### src/rtl/l1_refill_stall_ctrl.sv
// Refill-port arbiter and pipeline stall/flush controller.
// Serves one I- or D-line refill at a time and freezes or bubbles stages around it.
module l1_refill_stall_ctrl #(
    parameter int LINE_WORDS = 4,
    parameter int TIMEOUT    = 255,
    parameter int CNT_W      = 8
) (
    input  logic             clk,
    input  logic             rst,
    input  logic             ic_miss,
    input  logic             dc_miss,
    input  logic             mem_ready,
    input  logic             load_use,
    input  logic             branch_taken,
    output logic             mem_req,
    output logic             mem_sel,
    output logic [CNT_W-1:0] beat_idx,
    output logic             ic_fill_done,
    output logic             dc_fill_done,
    output logic             pc_stall,
    output logic             if_id_stall,
    output logic             id_ex_stall,
    output logic             ex_m_stall,
    output logic             m_wb_stall,
    output logic             if_id_flush,
    output logic             id_ex_flush,
    output logic             refill_err
);

    typedef enum logic [1:0] {
        IDLE,
        DREF,
        IREF,
        DONE
    } state_t;

    localparam logic [CNT_W-1:0] LAST = CNT_W'(LINE_WORDS - 1);
    localparam logic [CNT_W-1:0] TMO  = CNT_W'(TIMEOUT);
    localparam logic [CNT_W-1:0] ONE  = CNT_W'(1);

    state_t           state_q, state_d;
    logic [CNT_W-1:0] beat_q, beat_d;
    logic [CNT_W-1:0] tmo_q, tmo_d;
    logic             err_q, err_d;

    logic busy;
    logic last_beat;
    logic idle;

    assign busy      = (state_q == DREF) || (state_q == IREF);
    assign idle      = (state_q == IDLE);
    assign last_beat = busy && mem_ready && (beat_q == LAST);

    assign mem_req      = busy;
    assign mem_sel      = (state_q == DREF);
    assign beat_idx     = beat_q;
    assign refill_err   = err_q;
    // A reset landing on the final beat must not report a completed line.
    assign dc_fill_done = !rst && last_beat && (state_q == DREF);
    assign ic_fill_done = !rst && last_beat && (state_q == IREF);

    // Next-state, beat counting and inter-beat timeout tracking.
    always_comb begin
        state_d = state_q;
        beat_d  = beat_q;
        tmo_d   = tmo_q;
        err_d   = err_q;
        case (state_q)
            IDLE: begin
                if (dc_miss) begin
                    state_d = DREF;
                end else if (ic_miss) begin
                    state_d = IREF;
                end
            end
            DREF, IREF: begin
                if (mem_ready) begin
                    tmo_d = '0;
                    if (beat_q == LAST) begin
                        beat_d = '0;
                        // A pending I-miss rides straight in behind the D-line.
                        if ((state_q == DREF) && ic_miss) begin
                            state_d = IREF;
                        end else begin
                            state_d = DONE;
                        end
                    end else begin
                        beat_d = beat_q + ONE;
                    end
                end else begin
                    if (tmo_q != TMO) begin
                        tmo_d = tmo_q + ONE;
                    end
                    if (tmo_q >= TMO - ONE) begin
                        err_d = 1'b1;
                    end
                end
            end
            DONE: begin
                state_d = IDLE;
            end
            default: begin
                state_d = IDLE;
            end
        endcase
    end

    // Hazard decode; a D-miss outranks a branch, which outranks an I-miss.
    always_comb begin
        pc_stall    = 1'b0;
        if_id_stall = 1'b0;
        id_ex_stall = 1'b0;
        ex_m_stall  = 1'b0;
        m_wb_stall  = 1'b0;
        if_id_flush = 1'b0;
        id_ex_flush = 1'b0;
        if (rst) begin
            pc_stall = 1'b0;
        end else if ((state_q == DREF) || (idle && dc_miss)) begin
            pc_stall    = 1'b1;
            if_id_stall = 1'b1;
            id_ex_stall = 1'b1;
            ex_m_stall  = 1'b1;
            m_wb_stall  = 1'b1;
        end else if (branch_taken) begin
            if_id_flush = 1'b1;
            id_ex_flush = 1'b1;
        end else if ((state_q == IREF) || (idle && ic_miss)) begin
            pc_stall    = 1'b1;
            if_id_flush = 1'b1;
        end else if (load_use) begin
            pc_stall    = 1'b1;
            if_id_stall = 1'b1;
            id_ex_flush = 1'b1;
        end
    end

    // State and counter registers, synchronously cleared.
    always_ff @(posedge clk) begin
        if (rst) begin
            state_q <= IDLE;
            beat_q  <= '0;
            tmo_q   <= '0;
            err_q   <= 1'b0;
        end else begin
            state_q <= state_d;
            beat_q  <= beat_d;
            tmo_q   <= tmo_d;
            err_q   <= err_d;
        end
    end

endmodule

### config.mk
export PLATFORM = sky130hd
export DESIGN_NAME = l1_refill_stall_ctrl
export DESIGN_NICKNAME = d
export VERILOG_FILES = /design/src/rtl/l1_refill_stall_ctrl.sv
export SDC_FILE = /design/constraint.sdc
export NUM_CORES = 1
export LEC_CHECK = 0
export BUFFER_PORTS_ARGS = -buffer_cell sky130_fd_sc_hd__buf_2
export CAP_MARGIN = 10
export CORE_MARGIN = 1
export CORE_UTILIZATION = 53
export CTS_CLUSTER_DIAMETER = 80
export DETAILED_ROUTE_END_ITERATION = 10
export GPL_TIMING_DRIVEN = 0
export PLACE_DENSITY = 0.88
export SETUP_SLACK_MARGIN = 0.15
export SLEW_MARGIN = 15
export SYNTH_ARGS = -nofsm -noshare
export SYNTH_HDL_FRONTEND = slang
export SYNTH_SLANG_ARGS = --single-unit
### constraint.sdc
create_clock -name clk -period 2.1 [get_ports clk]
set_clock_uncertainty 0.15 [all_clocks]
set_input_delay 0 -clock clk [delete_from_list [all_inputs] [get_ports clk]]
set_output_delay 0 -clock clk [all_outputs]
set_load 0.02 [all_outputs]
**After elaboration in Yosys (flattened, before gate mapping)**

Index checks and enable logic that the tools add are counted.

- Input port bits: 7
- Register bits: 19
- Word-level logic and storage cells: 62

- Add/sub/neg operators: 2
- Bitwise operators: 1
- Reductions and logical operators: 19
- Equality and inequality tests: 8
- Muxes and demuxes: 27
- Magnitude comparators: 1

Operator list:

| operator | number |
|---|---|
| 8-bit 2-to-1 mux | 3 |
| 1-bit 2-to-1 mux | 19 |
| 8-bit by 1-bit adder with 8-bit output (second input constant) | 2 |
| 8-bit by 2-bit equality test with 1-bit output (second input constant) | 1 |
| 8-bit greater-or-equal comparator (second input constant) | 1 |
| 1-bit logical AND | 8 |
| 2-bit 2-to-1 mux | 4 |
| 8-bit inequality test (second input constant) | 1 |
| 2-bit case mux with 3 select lines | 1 |
| 3-bit AND reduction | 2 |
| 2-bit equality test (second input constant) | 2 |
| 2-bit inequality test (second input constant) | 2 |
| 2-bit AND reduction | 2 |
| 1-bit logical OR | 3 |
| 3-bit inequality test (second input constant) | 1 |
| 2-bit by 1-bit equality test with 1-bit output (second input constant) | 1 |
| 2-bit zero test | 1 |
| 2-bit nonzero test | 1 |
| 2-bit OR reduction | 1 |
| 1-bit zero test | 1 |
| 1-bit inverter | 1 |

**Longest topological paths before layout**

Gate-level depths: netlist (run 1).

- Word-level depth: 7
- Depth in mapped cells: 7
- Gate-level depth less buffers: 6

**Worst setup path before layout (run 1)**

No wires, ideal clock.

- Path type: register -> register
- Start: reg state_q[0]
- End: reg tmo_q[5]
- Arrival time: 1.764 ns
- Path slack: 0.107 ns
- Cell stages (with the launch flop): 8
- Setup time: 0.079 ns
- Cell sequence: dfxtp_1 > inv_1 > ha_1 > buf_4 > nand4_1 > a2111oi_2 > nor2_1 > a211oi_2

- Word-level cells in the longest chain between the ends: 3

RTL lines:

| item | RTL line | source |
|---|---|---|
| start: declaration | 41 | `state_t state_q, state_d;` |
| start signal: assignment | 146 | `state_q <= state_d;` |
| 2-bit by 1-bit equality test with 1-bit output / 2-bit equality test (equally long branches) | 68 | `case (state_q)` |
| 2-bit OR reduction (*) | 68 |  |
| 2-bit AND reduction (no line) (*) | n/a |  |
| end signal: assignment | 148 | `tmo_q <= tmo_d;` |
| end: declaration | 43 | `logic [CNT_W-1:0] tmo_q, tmo_d;` |

Every way passes the cells marked *; elsewhere a longest branch is shown, timed or not.
A chain may end at the register's enable or synchronous reset.

**Final worst setup path (run 1)**

- Start: reg state_q[1]
- End: out ic_fill_done

- Word-level cells in the longest chain between the ends: 6

RTL lines:

| item | RTL line | source |
|---|---|---|
| 2-bit by 1-bit equality test with 1-bit output / 2-bit equality test (equally long branches) | 50, 60 |  |
| 1-bit logical OR | 50 | `assign busy = (state_q == DREF) \|\| (state_q == IREF);` |
| 1-bit logical AND (2 in series) | 52 | `assign last_beat = busy && mem_ready && (beat_q == LAST);` |
| 1-bit logical AND | 60 | `assign ic_fill_done = !rst && last_beat && (state_q == IREF);` |
| 1-bit logical AND (*) | 60 |  |
| end: declaration | 18 | `output logic ic_fill_done,` |

Marks and branches as above.

==> results.json, run 1 <==
{
  "p_per_area_nw_per_um2": 938.4,
  "stdcell_count": 204,
  "drive_gt1_share_pct": 32.20,
  "num_rows": 16,
  "peakVddDrop_v": 0.0007073,
  "synth_seq_cells": 19,
  "first_pass_iters": 4,
  "core_um2": 2022,
  "gr-usage-all-layers_pct": 25.38,
  "dieArea_um2": 2429,
  "clk_pin_slew_ns": 0.10,
  "cpMostUsedCell": "and2_4",
  "vias": 1167,
  "numPortBuffers": 26,
  "period_minus_slack_ns": 1.878,
  "r2r_setup_slack_ns": 0.23,
  "htreeDepth": 1,
  "cts_made_buffers": 3,
  "synth_cell_types": 38,
  "cpPeakStageDelay_ns": 0.35,
  "syn_area_per_cell_um2": 8.286,
  "drt_iter0_drc": 18,
  "synth_ff_type": "dfxtp_1",
  "timing.slew.headroom_pct": 63.63,
  "swShare_pct": 41.89,
  "setup_viol": 0,
  "overflow": 0,
  "numClockSinks": 19,
  "antenna_left": 0,
  "arrival_ns": 1.73,
  "p_int_uw": 810.5,
  "fin_setup_tns_ns": 0,
  "viasPerCell": 5.721,
  "synth_nets": 157,
  "dpl.hpwl_um": 1974,
  "rsz0062_at_grt": "no",
  "ys_seq_area_share_pct": 32.10,
  "routabilityCongestion": 0.9092,
  "fmax_mhz": 532.4,
  "cts_tree": "built",
  "combPwrFrac_pct": 54.9,
  "syn-cell-area_um2": 1185,
  "final-hold-violation-count": 0,
  "drv_cap": 0,
  "synthCells": 143,
  "min_path_type": "primary input to flip-flop",
  "diodes": 0,
  "worst_slack_ns": 0.2216,
  "tightest_slew_ns": 0.5456,
  "crit_path_cell_trace": "inv_2 > ha_4 > and2_4 > buf_8 > nand3_2 > nor2_2 > and2_4 > buf_6",
  "dp_cells": 196,
  "fin_nets": 192,
  "crit_type": "flip-flop to primary output",
  "area_delta_synth_final_pct": 25.45,
  "maxSlewViolCount": 0,
  "fp.dieH_um": 49.28,
  "leakagePower_uw": 0.0006274,
  "die_w_um": 49.28,
  "status": "completed",
  "drt-wirelength-per-cell_um": 13.97,
  "synth_edf_count": 0,
  "preCtsSetupSlack_ns": 0.06197,
  "clockPowerShare_pct": 13.8,
  "finalCritPeriodShare_pct": 89.45,
  "drc": 0,
  "grt_first_pass_wirelength_um": 4733,
  "first_global_vias": 1126,
  "finalWirelength_um": 2849,
  "ys_warn_count": 0,
  "antenna_found_initial": 0,
  "clk_latency_ns": 0.31,
  "required_ns": 1.95,
  "path_max_fanout": 7,
  "cp-start-kind": "flip-flop",
  "grt_max_degree": 11,
  "start_util_pct": 58.60,
  "worst_setup_path_end_kind": "primary output",
  "p_switching_uw": 584.4,
  "cts_root_buf": "clkbuf_4",
  "async_flop_share_pct": 0,
  "critPathSlowestCell": "dfxtp_2",
  "clock_path_buffers": 2,
  "whs_ns": 0.06343,
  "p_seq_share_pct": 31.3,
  "num_io_pins": 27
}
[layer usage]
| metal | vias to the layer above | global-route usage (%) | routed length, um |
|---|---|---|---|
| met4 | 0 | 10.78 | 40 |
| met5 | - | 0 | 0 |
| met2 | 36 | 46.12 | 1512 |
| met3 | 9 | 7.165 | 146 |
| met1 | 547 | 26.89 | 1150 |
| li1 | 575 | - | - |
[cells in the mapped netlist (2+ instances only)]
cell type	number	area, um2
o21ai_0	7	35.03
a21o_1	3	22.52
xor2_1	6	52.55
ha_1	7	87.58
a31oi_1	4	25.02
mux2i_1	2	20.02
nand3_1	3	15.01
nand2_1	10	37.54
and3_1	3	18.77
clkbuf_1	2	7.510
and2_1	4	25.02
nor3b_1	2	15.01
nor2_1	24	90.09
nand4_1	5	31.28
buf_4	3	22.52
nand2b_1	3	18.77
dfxtp_1	19	380.4
a21oi_1	11	55.05
and4_1	2	17.52
inv_1	5	18.77
[kinds of logic (layout without fill, tap and decap cells)]
logic type,Yosys count,count (layout),share of synthesized area [%]
buffers and inverters,11,45,5.280
muxes,2,2,1.690
xor gates and xnor gates,7,7,5.174
AOI/OAI and AO/OA,36,36,21.22
adders and majority gates,7,7,7.391
and+or+nand+nor,61,61,27.14
DFF,19,19,32.10
[layout by cell type, fill, tap and decap left out, types with 2 or more instances in the layout]
cell	n
dfxtp_4	2
mux2i_1	2
nand4_1	5
inv_1	3
dfxtp_1	15
and2_1	2
buf_2	24
clkbuf_1	2
dfxtp_2	2
clkbuf_4	3
and2_4	2
buf_4	5
nor3b_1	2
a31oi_1	4
nor2_1	23
nand2_1	10
xor2_1	6
a21oi_1	10
o21ai_0	7
and4_1	2
and3_1	3
nand3_1	2
inv_2	2
a21o_1	3
nand2b_1	3
dlygate4sd3_1	3
ha_1	5
[registers in the layout (all words and copies together), names as in the netlist]
| name | cells |
|---|---|
| beat_idx | 8 |
| refill_err | 1 |
| state_q | 2 |
| tmo_q | 8 |
[what timing repair did]
item	CTS	global route
hold buffers	3	0
pin swaps	1	3
endpoints found under the hold margin	7	0
setup buffers	1	0
resized for setup	13	10
endpoints found under the setup margin	12	6
[final cells by class]
cell class / instances / area [um2]
Multi-Input combinational cell: 113 / 785.8
Fill cell: 148 / 535.5
Sequential cell: 19 / 390.4
Timing Repair Buffer: 30 / 176.4
Buffer: 6 / 55.05
Tap cell: 27 / 33.78
Clock buffer: 4 / 26.28
Inverter: 5 / 18.77
[final timing paths]
path	from	end	cells after the start
setup / recovery	state_q[1]$_SDFFE_PP0P_	ic_fill_done	8
hold / removal	ic_miss	state_q[0]$_SDFFE_PP0P_	5
setup reg to reg	beat_idx[0]$_SDFFE_PP0P_	state_q[1]$_SDFFE_PP0P_	5
hold reg to reg	refill_err$_SDFFE_PP0P_	refill_err$_SDFFE_PP0P_	2
[power groups by stage]
stage | logic, uW | registers [uW] | clock network, uW
final | 766 | 436 | 192
after global routing | 837 | 441 | 213
after CTS | 731 | 432 | 195
after detailed placement | 666 | 435 | 0
after global placement | 643 | 432 | 0
after floorplan | 502 | 438 | 0
[critical path, delay by kind of cell (launching register included)]
kind / cells / cell delay [ns]
adders and majority gates: 1 / 0.29
buffers and inverters: 3 / 0.28
DFF: 1 / 0.35
and+or+nand+nor: 4 / 0.48
[stage by stage]
stage                     utilization (%)  cell area (um2)  total power [uW]
final                               73.51             1486              1395
after global routing                73.51             1486              1491
after CTS                           71.60             1448              1358
after detailed placement            66.83             1351              1101
after global placement              66.83             1351              1075
after floorplan                         -             1187             940.2
(Power assumes the default switching activity.)
==> inputs of run 2 (changes only) <==
--- a/config.mk
+++ b/config.mk
@@ -12,7 +12,7 @@
 export CTS_CLUSTER_DIAMETER = 80
 export DETAILED_ROUTE_END_ITERATION = 10
 export GPL_TIMING_DRIVEN = 0
-export PLACE_DENSITY = 0.88
+export PLACE_DENSITY = 0.75
 export SETUP_SLACK_MARGIN = 0.15
 export SLEW_MARGIN = 15
 export SYNTH_ARGS = -nofsm -noshare
==> results.json, run 2 (synthesized netlist as in run 1, its figures left out) <==
{
  "finalWirelength_um": 2654,
  "core_um2": 2022,
  "wl_met1_um": 1217,
  "start_util_pct": 58.60,
  "crit_path_cell_trace": "inv_2 > ha_4 > and2_1 > clkbuf_8 > nand3_2 > nor2_2 > and2_1 > buf_6",
  "hp-start": "ic_miss",
  "viasPerCell": 5.554,
  "reg2reg_to": "state_q[1]$_SDFFE_PP0P_",
  "cts_root_buf": "clkbuf_4",
  "r2r-start": "beat_idx[0]$_SDFFE_PP0P_",
  "dpl.hpwl_um": 1942,
  "p_switching_uw": 567.2,
  "drv_cap": 0,
  "finalPower_uw": 1361,
  "gr-usage-all-layers_pct": 23.82,
  "antenna_found_initial": 0,
  "worst_setup_path_end_kind": "primary output",
  "whs_ns": 0.04900,
  "first_pass_iters": 4,
  "first_global_vias": 1038,
  "fin_nets": 192,
  "arrival_ns": 1.72,
  "fp.dieH_um": 49.28,
  "dr.max_layer_used": "met4",
  "num_rows": 16,
  "maxSlewViolCount": 0,
  "grt_max_degree": 12,
  "area_delta_synth_final_pct": 24.92,
  "fin_setup_tns_ns": 0,
  "clock_path_buffers": 2,
  "num_io_pins": 27,
  "p_seq_share_pct": 31.7,
  "die_w_um": 49.28,
  "met2_length_um": 1345,
  "final_util_pct": 73.21,
  "r2r_cells": 5,
  "dieArea_um2": 2429,
  "critPathSlowestCell": "dfxtp_2",
  "grt_first_pass_wirelength_um": 4478,
  "antenna_left": 0,
  "finalCritPeriodShare_pct": 89.27,
  "required_ns": 1.95,
  "setup_viol": 0,
  "overflow": 0,
  "drt-wirelength-per-cell_um": 13.01,
  "htreeDepth": 1,
  "routabilityCongestion": 0.8905,
  "period_minus_slack_ns": 1.875,
  "cpPeakStageDelay_ns": 0.36,
  "crit_type": "flip-flop to primary output",
  "clk_pin_slew_ns": 0.11,
  "clk_latency_ns": 0.29,
  "min_path_type": "primary input to flip-flop",
  "regArea_um2": 385.4,
  "path_max_fanout": 7,
  "cts_tree": "built",
  "p_int_uw": 793.5,
  "cp-start-kind": "flip-flop",
  "final_common_cell": "buf_2",
  "final-hold-violation-count": 0,
  "numClockSinks": 19,
  "drc": 0,
  "status": "completed",
  "wl_met3_um": 57,
  "cpMostUsedCell": "and2_1",
  "drt_iter0_drc": 12,
  "holdPathStages": 5,
  "min_delay_worst_endpoint": "state_q[1]$_SDFFE_PP0P_",
  "rsz0062_at_grt": "yes",
  "multi_input_area_um2": 780.7,
  "tightest_slew_ns": 0.5851,
  "cts_made_buffers": 3,
  "fillers": 162,
  "r2r_setup_slack_ns": 0.26,
  "numPortBuffers": 26,
  "clockPowerShare_pct": 13.4,
  "vias": 1133,
  "fmax_mhz": 533.4,
  "p_per_area_nw_per_um2": 919.3,
  "timing.slew.headroom_pct": 60.99,
  "final_cell_mix": "24 x buf_2, 23 x nor2_1, 15 x dfxtp_1",
  "swShare_pct": 41.68,
  "leakagePower_uw": 0.0006269,
  "dpl_cell_area_um2": 1351,
  "peakVddDrop_v": 0.0007055,
  "diodes": 0,
  "drive_gt1_share_pct": 31.64,
  "combPwrFrac_pct": 54.9,
  "final_cell_area_um2": 1480
}
==> run 2: changes by cell type in the layout (fill, tap and decap cells not counted) <==
cell	delta
buf_4	-1
and2_1	+2
and2_4	-2
dfxtp_4	-2
clkbuf_1	-1
dfxtp_2	+2
buf_6	+1
clkinv_2	+1
buf_8	-1
clkbuf_8	+1
==> run 2: cell type report <==
type	instances	share of cell area, %
Multi-Input combinational cell	113	52.75
Clock inverter	1	0.3381
Sequential cell	19	26.04
Buffer	6	3.635
Inverter	5	1.268
Clock buffer	3	1.522
Timing Repair Buffer	30	12.17
Tap cell	27	2.282
==> run 2: timing repair <==
item,in CTS,in global routing
setup endpoints to repair,11,5
buffers inserted,1,0
gates resized for setup,14,5
pin swaps,3,2
hold endpoints to repair,6,0
hold buffers,3,0
==> run 2: worst max path at each step <==
stage               depth (start not counted)                     to               startpoint
floorplan                                   7  tmo_q[5]$_SDFFE_PP0P_  state_q[0]$_SDFFE_PP0P_
global placement                            7  tmo_q[5]$_SDFFE_PP0P_  state_q[0]$_SDFFE_PP0P_
detailed placement                          7  tmo_q[5]$_SDFFE_PP0P_  state_q[0]$_SDFFE_PP0P_
CTS                                         8           ic_fill_done  state_q[1]$_SDFFE_PP0P_
global route                                8           ic_fill_done  state_q[1]$_SDFFE_PP0P_
finish                                      8           ic_fill_done  state_q[1]$_SDFFE_PP0P_
==> run 2: power by group through the flow <==
stage	sequential, uW	clock (uW)	combinational (uW)
finish	432	182	747
global route	436	207	818
CTS	430	187	726
detailed placement	433	0	669
global placement	431	0	654
floorplan	438	0	502
==> run 2: layer usage <==
layer | vias up | global-route usage [%]
met1 | 537 | 29.25
met3 | 4 | 2.804
li1 | 576 | -
met4 | 0 | 5.882
met2 | 16 | 43.38
met5 | - | 0
==> run 2: stage by stage <==
stage,instances,setup WS [ns]
floorplan,143,0.1548
finish,204,0.2253
global placement,196,0.08652
CTS,204,0.1594
global route,204,0.1119
detailed placement,196,0.06790
==> run 2: worst max-delay path: cells and delay by family, from the launching register on <==
kind | cells | cell delay [ns]
AND/OR/NAND/NOR | 4 | 0.47
flip-flops | 1 | 0.36
buffers and inverters | 3 | 0.33
adder cells (fa/ha/maj) | 1 | 0.28
